<file path="config.mk">
export PLATFORM = sky130hd
export DESIGN_NAME = instr_fetch
export DESIGN_NICKNAME = d
export VERILOG_FILES = /design/src/rtl/instr_fetch.sv
export SDC_FILE = /design/constraint.sdc
export NUM_CORES = 1
export LEC_CHECK = 0
export CAP_MARGIN = 40
export CORE_AREA = 2 2 118 74
export DETAILED_ROUTE_END_ITERATION = 8
export DIE_AREA = 0 0 120 76
export PLACE_DENSITY_LB_ADDON = 0.25
export SYNTH_ARGS = -nofsm -noshare
export SYNTH_HDL_FRONTEND = slang
export SYNTH_SLANG_ARGS = --single-unit
</file>
<file path="constraint.sdc">
create_clock -name clk -period 1.9 [get_ports clk]
set_clock_uncertainty 0.1 [all_clocks]
set_input_delay 0.285 -clock clk [delete_from_list [all_inputs] [get_ports clk]]
set_output_delay 0.285 -clock clk [all_outputs]
set_load 0.01 [all_outputs]
</file>
<file path="src/rtl/instr_fetch.sv">
// Instruction fetch stage: one outstanding req/gnt + rvalid read, valid/ready hand-off to decode.
// Optional misaligned-PC trap enabled by defining FETCH_MISALIGN_CHECK_EN.
module instr_fetch #(
   parameter int          XLEN        = 32,
   parameter logic [31:0] HALT_INSTR  = 32'h00100073,
   parameter int          TIMEOUT_CYC = 16
) (
   input  logic            clk,
   input  logic            reset,
   input  logic [XLEN-1:0] pc_reg,
   output logic            imem_req,
   output logic [XLEN-1:0] imem_addr,
   input  logic            imem_gnt,
   input  logic            imem_rvalid,
   input  logic [31:0]     imem_rdata,
   output logic [31:0]     instr_out,
   output logic [XLEN-1:0] instr_pc,
   output logic            instr_valid,
   input  logic            instr_ready,
   output logic            pc_advance,
   output logic            finish_flag,
   output logic            bus_err,
   output logic            fetch_fault
);

   localparam int CNT_W = $clog2(TIMEOUT_CYC);

   typedef enum logic [2:0] {
      S_IDLE,
      S_REQ,
      S_RESP,
      S_HOLD,
      S_DONE
   } state_t;

   state_t             state;
   logic [CNT_W-1:0]   wait_cnt;
   logic               misaligned;

`ifdef FETCH_MISALIGN_CHECK_EN
   assign misaligned = (pc_reg[1:0] != 2'b00);
`else
   assign misaligned = 1'b0;
`endif

   // Request and address follow pc_reg combinationally so the PC may settle while gnt is pending.
   assign imem_req   = (state == S_REQ) && !misaligned;
   assign imem_addr  = (state == S_REQ) ? pc_reg : '0;
   assign pc_advance = instr_valid && instr_ready;

   always_ff @(posedge clk) begin
      if (reset) begin
         state       <= S_IDLE;
         wait_cnt    <= '0;
         instr_out   <= '0;
         instr_pc    <= '0;
         instr_valid <= 1'b0;
         finish_flag <= 1'b0;
         bus_err     <= 1'b0;
         fetch_fault <= 1'b0;
      end else begin
         case (state)
            S_IDLE: state <= S_REQ;

            S_REQ: begin
               if (misaligned) begin
                  fetch_fault <= 1'b1;
                  finish_flag <= 1'b1;
                  state       <= S_DONE;
               end else if (imem_gnt) begin
                  instr_pc <= pc_reg;
                  wait_cnt <= '0;
                  state    <= S_RESP;
               end
            end

            S_RESP: begin
               // rvalid takes priority over a timeout landing in the same cycle
               if (imem_rvalid) begin
                  instr_out <= imem_rdata;
                  wait_cnt  <= '0;
                  if (imem_rdata == HALT_INSTR) begin
                     finish_flag <= 1'b1;
                     state       <= S_DONE;
                  end else begin
                     instr_valid <= 1'b1;
                     state       <= S_HOLD;
                  end
               end else if (wait_cnt == CNT_W'(TIMEOUT_CYC - 1)) begin
                  bus_err     <= 1'b1;
                  finish_flag <= 1'b1;
                  state       <= S_DONE;
               end else begin
                  wait_cnt <= wait_cnt + 1'b1;
               end
            end

            S_HOLD: begin
               if (instr_ready) begin
                  instr_valid <= 1'b0;
                  state       <= S_REQ;
               end
            end

            S_DONE: state <= S_DONE;

            default: state <= S_IDLE;
         endcase
      end
   end

endmodule
</file>
# After elaboration in Yosys (flattened, before gate mapping)
# Cells that the tools add are included.
op_classes:
  add_sub_neg: 1
  multipliers: 0
  div: 0
  magnitude_cmp: 0
  eq_ne: 13
  shifts: 0
  muxes: 18
  n_bitwise: 1
  n_reduce_logical: 12
op_table:
  columns: ["op", "count"]
  rows:
  - ["32-bit by 21-bit == test with 1-bit output (second input constant)", 1]
  - ["32-bit two-way mux", 1]
  - ["3-bit two-way mux", 5]
  - ["3-bit one-hot mux with 5 select lines", 1]
  - ["4-bit two-way mux", 3]
  - ["3-bit AND reduction", 4]
  - ["4-bit one-hot mux with 2 select lines", 1]
  - ["3-bit by 2-bit == test with 1-bit output (second input constant)", 2]
  - ["1-bit two-way mux", 6]
  - ["2-bit inequality test (second input constant)", 3]
  - ["3-bit inequality test (second input constant)", 2]
  - ["2-bit nonzero test", 3]
  - ["4-bit by 1-bit adder with 4-bit output (second input constant)", 1]
  - ["4-bit == test (second input constant)", 1]
  - ["2-bit by 1-bit inequality test with 1-bit output (second input constant)", 2]
  - ["2-bit AND reduction", 2]
  - ["4-bit AND reduction", 1]
  - ["3-bit by 1-bit == test with 1-bit output (second input constant)", 1]
  - ["3-bit == test (second input constant)", 1]
  - ["3-bit logical NOT", 1]
  - ["1-bit one-hot mux with 2 select lines", 1]
  - ["1-bit logical AND", 1]
  - ["1-bit inverter", 1]
word_totals:
  ff_bits: 74
  latchBits: 0
  ram_bits: 0
  romBits: 0
  in_bits: 69
  output_inout_bits: 102
  n_memories: 0

# Longest topological paths before layout
# Gate-level depths: netlist (run 1).
logic_depth:
  ltp_word: 4
  ltp_mapped: 6

# Least setup slack after synthesis (run 1)
# Ideal clock, no wire load.
synth_path:
  path_type: "register -> register"
  startpoint: "register state[1]"
  endpoint: "register wait_cnt[3]"
  arrival_time_ns: 1.506
  slack_ns: 0.224
  stages_incl_launch_ff: 6
  path_buffers: 1
  path_cell_list: "dfxtp_1 -> buf_4 -> or3b_1 -> o21a_1 -> or3_1 -> a21boi_1"
synth_between:
  elab_chain_cells: 3
synth_lines:
  columns: ["element", "line_no", "text"]
  rows:
  - ["from (decl)", "36", "state_t state;"]
  - ["from (signal assigned)", "53", "state <= S_IDLE;"]
  - ["from (signal assigned)", "63", "S_IDLE: state <= S_REQ;"]
  - ["from (signal assigned)", "69", "state <= S_DONE;"]
  - ["3-bit by 2-bit == test with 1-bit output or 3-bit by 1-bit == test with 1-bit output (tied branches)", "62", "case (state)"]
  - ["3-bit inequality test (no source line), or another cell as far along", null, null]
  - ["3-bit AND reduction (no source line)", null, null]
  - ["to (signal assigned)", "94", "wait_cnt <= wait_cnt + 1'b1;"]
  - ["to (decl)", "37", "logic [CNT_W-1:0] wait_cnt;"]
# Parallel ways exist; a longest one is shown, timed or not.
# A chain may end at the register's enable or synchronous reset.

# Final worst setup path (run 1)
layout_path:
  startpoint: "input port instr_ready"
  endpoint: "output port pc_advance"
layout_between:
  elab_chain_cells: 1
layout_lines:
  columns: ["element", "line_no", "text"]
  rows:
  - ["from (decl)", "19", "input logic instr_ready,"]
  - ["1-bit logical AND", "49", "assign pc_advance = instr_valid && instr_ready;"]
  - ["to (decl)", "20", "output logic pc_advance,"]
# Every way passes these cells.

==> metrics.cfg, run 1 <==
[outcome]
outcome=completed

[worst_setup_path]
cpMostUsedCell=clkdlybuf4s50_1
required_ns=1.51
cp-start-kind=input pin
rr_endpoint=wait_cnt[3]$_SDFFE_PP0P_
worstRegToRegCells=5
cp-end-kind=output pin
arrival_ns=1.46
crit_fanout=2
crit_path_cell_trace=clkdlybuf4s50_1 > and2_1 > clkdlybuf4s50_1
regToRegSetupSlack_ns=0.10
timing.rr.start=state[1]$_SDFFE_PP0P_
cpMaxStageDelayCell=clkdlybuf4s50_1
setup.worst_path.class=in2out
cpPeakStageDelay_ns=0.56

[floorplan]
die_w_um=120
core_region_area_um2=8170
initial_core_util_pct=36.7
rows=26
fp.dieH_um=76
dieArea_um2=9120
ioPinCount=171

[sta]
timing.final.ws_setup_ns=0.0525
fin_crit_ns=1.85
fmax_ghz=0.541
finalSetupViolations=0
finalHoldViolations=0
finalSetupTns_ns=0
report.final.slew_viol_count=0
finalCritPeriodShare_pct=97.2

[synth]
synth_warnings=0
synth_area_um2=3000
syn-num-nets=457
synthCells=387
yosysUniqueCellTypes=35
yosysSeqAreaShare_pct=49.4
synth.ff_latch_count=74
syn_avg_cell_area_um2=7.74

[clock_tree]
clkTransAtPathRegs_ns=0.06
cts.path.max_buffers=2
numClockSinks=74
cts_inserted_buffers=9
cts_tree=yes
root_buffer=clkbuf_16
insertion_delay_ns=0.33
htree_levels=3

[drt]
vias_per_cell=4.85
drt_first_iter_violations=130
drc_errors=0
wire_per_inst_um=14.2
finalWirelength_um=9660
drtAntennaViolNets=0
first_pass_iters=4
via_count=3305

[cells_and_area]
syn2layout_area_growth_pct=75.4
drive_gt1_share_pct=13.9
final_cell_mix=clkdlybuf4s50_1 (135), nand2_1 (132), dfxtp_1 (73)
final_net_count=635
insertedDiodeCount=0
final_common_cell=clkdlybuf4s50_1

[global_route]
grt_pass1_vias=3285
grt_overflow=0
antenna_found_initial=0
grt_use_total_pct=21.6
grt_max_degree=33
grt_pass1_wl_um=15800

[power_and_ir_drop]
power_leakage_nw=1.94
ir_worst_vdd_mv=0.579
power.total_mw=4.14
powerDensity_nw_per_um2=789

[placed_design]
place.detailed.hpwl_um=6880
post-place-ws_ns=-0.0108
gp_congestion=0.891
io_buffers=169

[hold_path]
min_to=instr_out[12]$_SDFFE_PP0P_
hold_path_depth=2
hp-start=reset
hold_class=in2reg

[run]
drv_cap=0

how the worst max path moves through the flow:
| stage | startpoint | end | cells after the start |
|---|---|---|---|
| floorplan | state[1]$_SDFFE_PP0P_ | wait_cnt[3]$_SDFFE_PP0P_ | 5 |
| global placement | state[2]$_SDFFE_PP0P_ | imem_addr[26] | 5 |
| detailed placement | imem_rdata[21] | instr_valid$_SDFFE_PP0P_ | 6 |
| CTS | state[2]$_SDFFE_PP0P_ | imem_addr[30] | 5 |
| global route | state[1]$_SDFFE_PP0P_ | wait_cnt[3]$_SDFFE_PP0P_ | 5 |
| finish | instr_ready | pc_advance | 3 |
state kept, by name, indices dropped and copies added (netlist names):
register / cells
bus_err: 1
finish_flag: 1
instr_out: 32
instr_pc: 32
instr_valid: 1
state: 3
wait_cnt: 4
per-layer routing:
layer | vias to the layer above | wire, um | track usage (%)
li1 | 1639 | - | -
met1 | 1540 | 4330 | 26.2
met2 | 114 | 4430 | 35.3
met3 | 12 | 771 | 8.31
met4 | 0 | 130 | 7.06
met5 | - | 0 | 0
Yosys cell counts (all sizes together):
cell type    n  area, um2
nor4         5       31.3
xnor2        1       8.76
nor4bb       2       20.0
mux2i        2       20.0
nor3         2       10.0
nor3b        2       15.0
nor2         6       22.5
a22o         1       8.76
o32ai        2       17.5
or3b         1       8.76
inv          2       7.51
clkbuf      21       78.8
o21a         2       15.0
nor4b        1       8.76
o21ai        4       20.0
or3          1       6.26
nand4        2       12.5
nand3        2       10.0
a21oi       68        340
a31oi        1       6.26
nand2b       2       12.5
o31ai        1       7.51
ha           1       12.5
nand4b       1       8.76
conb         1       3.75
o22ai        1       6.26
a21boi       2       15.0
dfxtp       74       1480
and2        35        219
buf          6       35.0
and4b        2       20.0
nand2      132        495
nand4bb      1       11.3
repair_timing:
action	CTS	global route
gates resized for setup	118	5
hold buffers	0	0
pin swaps	1	1
setup buffers	1	0
cloned	1	0
setup endpoints to repair	33	39
logic make-up (layout without fill, tap and decap cells):
logic type / count (synthesis) / in the layout / synth area share, %
buffers and inverters: 29 / 212 / 4.05
other: 1 / 1 / 0.125
DFF: 74 / 74 / 49.4
AOI/OAI and AO/OA: 82 / 82 / 14.6
adders and majority gates: 1 / 1 / 0.417
xor gates and xnor gates: 1 / 1 / 0.292
muxes: 2 / 2 / 0.668
and+or+nand+nor: 197 / 197 / 30.4
power breakdown:
| group | switching [mW] | internal (mW) |
|---|---|---|
| logic | 0.310 | 0.397 |
| clock network | 0.650 | 1.15 |
| registers | 0.0315 | 1.61 |
critical path, delay by kind of cell:
kind	cells	cell delay, ns
buffers and inverters	2	1.05
AND/OR/NAND/NOR	1	0.13
layout make-up:
cell class              count  area [um2]
multi-input cells         284        1420
fillers                   726        2910
clock buffers               9         225
clock inverters             7        93.8
flip-flops and latches     74        1480
repair buffers            194        1890
well taps                 112         140
inverters                   2        7.51
metrics by stage:
stage | instance area [um2] | instances | utilization, % | hold WS [ns]
finish | 5260 | 682 | 64.4 | 0.278
global route | 5260 | 682 | 64.4 | 0.302
CTS | 5270 | 682 | 64.5 | 0.282
detailed placement | 4960 | 664 | 60.8 | 0.345
global placement | 4960 | 664 | 60.8 | 0.341
floorplan | 3000 | 387 | - | 0.321
No activity file was read; power rests on OpenSTA's default activity.
==> run 2, diff against run 1 <==
--- a/config.mk
+++ b/config.mk
@@ -7,8 +7,9 @@
 export LEC_CHECK = 0
 export CAP_MARGIN = 40
-export CORE_AREA = 2 2 118 74
+export CORE_AREA = 2 2 114 72
 export DETAILED_ROUTE_END_ITERATION = 8
-export DIE_AREA = 0 0 120 76
+export DIE_AREA = 0 0 116 74
 export PLACE_DENSITY_LB_ADDON = 0.25
+export REMOVE_ABC_BUFFERS = 1
 export SYNTH_ARGS = -nofsm -noshare
 export SYNTH_HDL_FRONTEND = slang
==> constraint.sdc (replaced) <==
create_clock -name clk -period 2.4 [get_ports clk]
set_clock_uncertainty 0.1 [all_clocks]
set_input_delay 0.48 -clock clk [delete_from_list [all_inputs] [get_ports clk]]
set_output_delay 0.48 -clock clk [all_outputs]
set_load 0.01 [all_outputs]
==> metrics.cfg, run 2 (synthesis results as in run 1) <==
[floorplan]
ioPinCount=171  ; unchanged
dieArea_um2=8580  ; -5.9%
rows=25  ; -3.8%
die_w_um=116  ; -3.3%
fp.dieH_um=74  ; -2.6%
initial_core_util_pct=39.6  ; +2.9 points
core_region_area_um2=7570  ; -7.3%

[outcome]
outcome=completed

[sta]
finalCritPeriodShare_pct=93.0
rsz0062_at_grt=no
finalHoldViolations=0  ; unchanged
fmax_ghz=0.448
finalSetupViolations=0  ; unchanged
finalSetupTns_ns=0  ; unchanged
fin_crit_ns=2.23
report.final.slew_viol_count=0  ; unchanged

[clock_tree]
root_buffer=clkbuf_16
numClockSinks=74  ; unchanged
cts_inserted_buffers=9  ; unchanged
insertion_delay_ns=0.32  ; about the same
htree_levels=3  ; unchanged
cts_tree=yes
clkTransAtPathRegs_ns=0.05  ; about the same
cts.path.max_buffers=2  ; unchanged

[worst_setup_path]
crit_fanout=3  ; +1
timing.rr.start=state[1]$_SDFFE_PP0P_
cpPeakStageDelay_ns=0.55  ; about the same
cp-end-kind=output pin
crit_path_cell_trace=clkdlybuf4s50_1 > and2_1 > clkdlybuf4s50_1
worstRegToRegCells=7  ; +2
regToRegSetupSlack_ns=0.51  ; +0.41 ns
cp-start-kind=input pin
setup.worst_path.class=in2out
rr_endpoint=instr_out[27]$_SDFFE_PP0P_
arrival_ns=1.65  ; +0.19 ns
cpMostUsedCell=clkdlybuf4s50_1
cpMaxStageDelayCell=clkdlybuf4s50_1
required_ns=1.82  ; +0.31 ns

[global_route]
grt_pass1_wl_um=14100  ; -11%
grt_use_total_pct=21.3  ; -0.31 points
grt_pass1_vias=2857  ; -13%
grt_overflow=0  ; unchanged
grt_max_degree=50  ; +52%
antenna_found_initial=0  ; unchanged

[placed_design]
dp_cells=646  ; -2.7%
place.detailed.hpwl_um=6730  ; -2.1%
gp_congestion=0.756  ; -15%
io_buffers=169  ; unchanged

[cells_and_area]
syn2layout_area_growth_pct=71.8
top_regs=instr_out (32), instr_pc (32), wait_cnt (4)
fin_cells=664  ; -2.6%
drive_gt1_share_pct=5.58  ; -8.3 points
insertedDiodeCount=0  ; unchanged
final_cell_mix=clkdlybuf4s50_1 (135), nand2_1 (132), dfxtp_1 (73)
multi_input_area_um2=1410  ; -0.35%
final_common_cell=clkdlybuf4s50_1
final_core_util_pct=68.0  ; +3.7 points
nFillCells=654  ; -9.9%
seqCellArea_um2=1480  ; unchanged
final_net_count=621  ; -2.2%

[drt]
drtAntennaViolNets=0  ; unchanged
drt_first_iter_violations=254  ; +95%
first_pass_iters=4  ; unchanged
drc_errors=0  ; unchanged
wire_per_inst_um=13.7  ; -3.4%
via_count=3159  ; -4.4%
finalWirelength_um=9080  ; -6.0%
vias_per_cell=4.76  ; -1.8%

[hold_path]
min_to=instr_pc[11]$_SDFFE_PP0P_
hold_class=reg2reg
hold_path_depth=2  ; unchanged
hp-start=instr_pc[11]$_SDFFE_PP0P_

[power_and_ir_drop]
power_leakage_nw=1.96  ; +1.1%
powerDensity_nw_per_um2=611  ; -23%
power_frac_comb_pct=17.1  ; about the same
swShare_pct=23.1  ; -0.81 points
ir_worst_vdd_mv=0.464  ; -20%
clkPwrFrac_pct=41.6  ; -1.7 points
seqPwrFrac_pct=41.3  ; +1.7 points
p_sw_mw=0.726  ; -27%
cellInternalPower_mw=2.42  ; -23%

[run]
drv_cap=0  ; unchanged

[run 2: area by class of cell]
cell class / instances / share of cell area (%)
flip-flops and latches: 74 / 28.8
inverters: 2 / 0.146
well taps: 108 / 2.62
clock buffers: 15 / 5.78
multi-input cells: 284 / 27.5
clock inverters: 1 / 0.0972
repair buffers: 180 / 35.1
[run 2: stage by stage]
step                cell area, um2  worst slack [ns]  power, mW  hold WS (ns)
floorplan                     2880            -0.391       1.50         0.343
global placement              4830             0.160       1.86         0.342
global route                  5150             0.106       3.28         0.365
finish                        5150             0.168       3.14         0.351
detailed placement            4830             0.143       1.87         0.347
CTS                           5150           0.00970       3.18         0.355
[run 2: worst max-delay path by stage]
stage                                from                       end  slack, ns
floorplan                        imem_gnt  wait_cnt[0]$_SDFFE_PP0P_      -0.39
global placement              instr_ready                pc_advance       0.16
detailed placement            imem_rvalid  wait_cnt[3]$_SDFFE_PP0P_       0.14
CTS                 state[2]$_SDFFE_PP0P_                  imem_req       0.01
global route        state[2]$_SDFFE_PP0P_             imem_addr[16]       0.11
finish                        instr_ready                pc_advance       0.17
[run 2: layer usage]
| metal | GRT usage [%] | wire length (um) |
|---|---|---|
| met1 | 27.6 | 3970 |
| met2 | 35.2 | 4400 |
| met3 | 6.19 | 601 |
| met4 | 6.35 | 119 |
| met5 | 0 | 0 |
[run 2: power groups by stage]
stage	Clock (mW)	Sequential, mW	Combinational [mW]
floorplan	0	1.35	0.156
global placement	0	1.32	0.541
detailed placement	0	1.32	0.548
CTS	1.34	1.30	0.543
global route	1.40	1.30	0.582
finish	1.31	1.30	0.538
[run 2: critical path, delay by kind of cell]
| family | cells | cell delay, ns |
|---|---|---|
| simple gates | 1 | 0.13 |
| buf+inv | 2 | 1.05 |
[run 2: timing repair]
| item | CTS | global route |
|---|---|---|
| setup endpoints to repair | 33 | 1 |
| hold buffers | 0 | 0 |
| resized for setup | 36 | 1 |
| pin swaps | 1 | 0 |
| setup buffers | 1 | 0 |
| gates cloned | 1 | 0 |
==> variant 1: new RTL, config.mk and constraints of run 1 <==
Set the parameter `XLEN` to 48 (it was 32).
--- a/src/rtl/instr_fetch.sv
+++ b/src/rtl/instr_fetch.sv
@@ -2,5 +2,5 @@
 // Optional misaligned-PC trap enabled by defining FETCH_MISALIGN_CHECK_EN.
 module instr_fetch #(
-   parameter int          XLEN        = 32,
+   parameter int          XLEN        = 48,
    parameter logic [31:0] HALT_INSTR  = 32'h00100073,
    parameter int          TIMEOUT_CYC = 16
Ports: changed (resized imem_addr, instr_pc and pc_reg); port bits go from 171 to 219. No check against the original RTL was run, so the function may have changed too.
==> variant 1 against run 1 <==
The flow now finishes with violations (negative setup slack); area after synthesis grew 23%; critical endpoint is now imem_addr[16]; worst setup slack lost 300 ps; routed wire length grew 39%; total power grew 17%; sequential cell count grew 16; largest power group is now sequential cells; combinational power grew 43%; final area grew 27%.
==> variant 1: results (changes against run 1) <==
Place WS: -259.6 ps (-248.8 ps)
switching share of total power: 0.2409 (+0.001794)
setup TNS: -2722 ps (-2722 ps)
Placed Cells incl. Taps: 815 (+23%)
synth unique cells: 38 (+8.6%)
GP Congestion: 0.9293 (+4.3%)
Slowest-stage cell, CP: dfxtp_2
setup bufs post-CTS: 7 (+6)
Cell Area, Synth: 3697 µm² (+23%)
Wirelength per Cell: 15.98 µm (+13%)
Slowest Stage Delay on Critical Path: 320 ps (-240 ps)
met2 Usage GRT: 0.5233 (+0.1705)
met1 capacity usage during global routing: 0.3255 (+0.06300)
Peak supply drop: 0.0005572 V (-3.7%)
initial antenna violation count: 0 (unchanged)
sequential cell area share: 0.2696 (-0.01254)
Multi-In Gates: 358 (+26%)
cell count after synthesis: 482 (+25%)
failing checks: negative setup slack
setup ws final: -249.7 ps (-302.2 ps)
clkbuf count: 12 (+3)
# H-tree levels: 3 (unchanged)
Final Total Pwr: 4.840 mW (+17%)
crit-path max FO: 5 (+3)
DR vias: 4244 (+28%)
global-route wire length before repair: 21480 µm (+36%)
share of layout cells above drive strength 1: 0.1307 (-0.007922)
post-synthesis sequential area ratio: 0.4873 (-0.007054)
Final Setup Violations: 25 (+25)
DR iter-0 viols: 222 (+71%)
Ant. Diodes: 0 (unchanged)
clk cell area share: 0.04509 (-0.01563)
met1 WL: 5191 µm (+20%)
syn nets: 568 (+24%)
post_cts resized: 90 (-24%)
CTS Sinks: 90 (+22%)
comb pwr: 1.01 mW (+43%)
DPL Wire Length: 9459 µm (+38%)
top post-synthesis cells by area: dfxtp_1, nand2_1, a21oi_1
Buffers, non-clock: 263 (+36%)
Port Buffer Count: 217 (+28%)
Layout Cells excl Fill: 839 (+23%)
nets: 809 (+27%)
fill cell count: 531 (-27%)
status: complete, but fails checks
DR WL met2: 6872 µm (+55%)
post-place instance area: 6186 µm² (+25%)
Total GRT Usage: 0.2956 (+0.07937)
vias in the first global route: 4386 (+34%)
leakage power: 2.768 nW (+43%)
synth cell count leaders: nand2_1, dfxtp_1, a21oi_1
Worst EP arrival: 1760 ps (+300 ps)
M3 GR Usage: 0.1175 (+0.03443)
==> variant 1: cell count changes after synthesis, sizes merged, moves of 4 or more <==
cell	before	now
and2	35	50
a21oi	68	85
nand2	132	165
dfxtp	74	90
buf	6	10
==> variant 1: kinds of logic (layout without fill, tap and decap cells) <==
| group | after synthesis | after routing | share of synthesized area |
|---|---|---|---|
| buffers and inverters | 34 | 279 | 0.03858 |
| other | 1 | 1 | 0.001014 |
| adder cells (fa/ha/maj) | 1 | 1 | 0.003384 |
| AND/OR/NAND/NOR | 258 | 258 | 0.3300 |
| AO/OA/AOI/OAI | 97 | 97 | 0.1374 |
| XOR/XNOR | 1 | 1 | 0.002369 |
| flip-flops | 90 | 90 | 0.4873 |
==> variant 1: path summary, 6_finish.rpt <==
path	startpoint	end	slack (ps)	depth (start not counted)
worst max-delay path	state[2]	imem_addr[16]	-250	8
worst min-delay path	reset	bus_err	280	2
worst max register to register	state[1]	wait_cnt[1]	60	4
worst min register to register	instr_out[11]	instr_out[11]	350	2
==> variant 2: new RTL, settings of run 1 <==
Made on the original files. Reset style: asynchronous (`reset`), changed in one clocked block.
--- a/src/rtl/instr_fetch.sv
+++ b/src/rtl/instr_fetch.sv
@@ -49,5 +49,5 @@
    assign pc_advance = instr_valid && instr_ready;
 
-   always_ff @(posedge clk) begin
+   always_ff @(posedge clk or posedge reset) begin
       if (reset) begin
          state       <= S_IDLE;
Formal check against the unedited RTL: differs if reset is asserted again (counterexample within 4 cycles, from zero or initial values and one cycle with reset high); with reset held inactive, the same outputs for 10 cycles.
==> variant 2 against run 1 <==
Sequential cell count unchanged; first-iteration DRC count down 33%; routed wire length down 5.4%; final area up 6.9%; register-to-register slack worse by 30 ps; sequential share of layout area is 4.7 points higher; utilization grew 4.4 points; non-clock buffer count fell by 2; worst setup slack got worse by 44 ps; maximum frequency down 2.3%; worst hold slack worse by 11 ps; area after synthesis is 12% higher; critical path type is now reg -> out; critical endpoint is now imem_addr[5]; highest routed layer unchanged.
Power is not compared: it rests on default switching activity, and its combinational part moved more than twofold at a synthesized area within 25%.
==> variant 2: results (changes against run 1) <==
DR iter-0 viols: 87 (-33%)
Top delay family on crit path: flip-flops
TritonCTS Buffers: 9 (unchanged)
Bufs on Longest Clock Path: 2 (unchanged)
vias in the first global route: 2899 (-12%)
status: completed
Worst EP arrival: 1510 ps (+50 ps)
crit-path max FO: 7 (+5)
post-place instance area: 5283 µm² (+6.5%)
# H-tree levels: 3 (unchanged)
synth cell count leaders: nand2_1, dfrtp_1, and2_1
largest net degree at the start of global routing: 44 (+33%)
Slowest Stage Delay on Critical Path: 400 ps (-160 ps)
post-synthesis sequential area ratio: 0.5502 (+0.05582)
nets: 564 (-11%)
post_cts resized: 94 (-20%)
Fin. Hold Viols: 0 (unchanged)
DPL Wire Length: 6739 µm (-2.0%)
Primary FF master, synth: dfrtp_1
Place WS: -161.8 ps (-151.0 ps)
Peak supply drop: 0.0008734 V
top post-synthesis cells by area: dfrtp_1, mux2_4, nand2_1
Slowest-stage cell, CP: dfrtp_1
Total GRT Usage: 0.2052 (-0.01097)
asr flop ratio synth: 1.000 (+1.000)
YS warnings: 0 (unchanged)
fill cell count: 627 (-14%)
WL final: 9137 µm (-5.4%)
Root Buffer: clkbuf_16
synth unique cells: 35 (unchanged)
GP Congestion: 0.8537 (-4.2%)
via/cell ratio: 4.630 (-4.5%)
setup bufs post-CTS: 3 (+2)
syn nets: 376 (-18%)
Ant. Diodes: 0 (unchanged)
Hold Crit Class: in -> async
global-route wire length before repair: 14860 µm (-6.2%)
leakage power: 2.698 nW
share of layout cells above drive strength 1: 0.2510 (+0.1124)
## variant 2: final timing paths
path	start	end	slack (ps)	depth (start not counted)
worst max register to register	state[2]	instr_pc[18]	70	7
worst min register to register	bus_err	bus_err	370	1
worst max-delay path	state[2]	imem_addr[5]	9	5
worst min-delay path	reset	instr_out[9]	270	3
max in group asynchronous	reset	instr_pc[3]	1050	3
min in group clk	bus_err	bus_err	370	1
## variant 2: kinds of logic after synthesis
group	count (synthesis)	share of synthesized area
AND/OR/NAND/NOR	162	0.2387
adder cells (fa/ha/maj)	1	0.003717
buffers and inverters	18	0.03271
multiplexers	33	0.1435
other	1	0.001114
flip-flops	74	0.5502
AO/OA/AOI/OAI	17	0.03012
## variant 2: metal layers
layer	part of all wire	track usage	up-vias
li1	-	-	1384
met1	0.46	0.2787	1335
met2	0.47	0.3199	87
met3	0.054	0.05838	18
met4	0.020	0.06353	0
met5	0	0	-
## variant 2: report_power, final
part	total, mW	switching (mW)	internal, mW	leakage [nW]
clock	1.63	0.585	1.04	0.142
combinational	4.69	1.84	2.85	1.65
sequential	2.73	0.412	2.32	0.910
## variant 2: area by class of cell
class | instances | share of cell area
flip-flops and latches | 74 | 0.3296
clock inverters | 3 | 0.007127
clock buffers | 12 | 0.04388
multi-input cells | 214 | 0.2579
repair buffers | 192 | 0.3339
well taps | 112 | 0.02494
inverters | 3 | 0.002673
## variant 2: through the flow
stage	hold slack [ps]	power, mW	util	instances
2_1_floorplan	290.4	4.724	-	306
3_3_place_gp	348.8	7.128	0.6470	591
3_5_place_dp	360.7	7.226	0.6470	591
4_1_cts	271.3	8.891	0.6758	610
5_1_grt	290.3	9.584	0.6880	610
6_report	266.8	9.047	0.6880	610
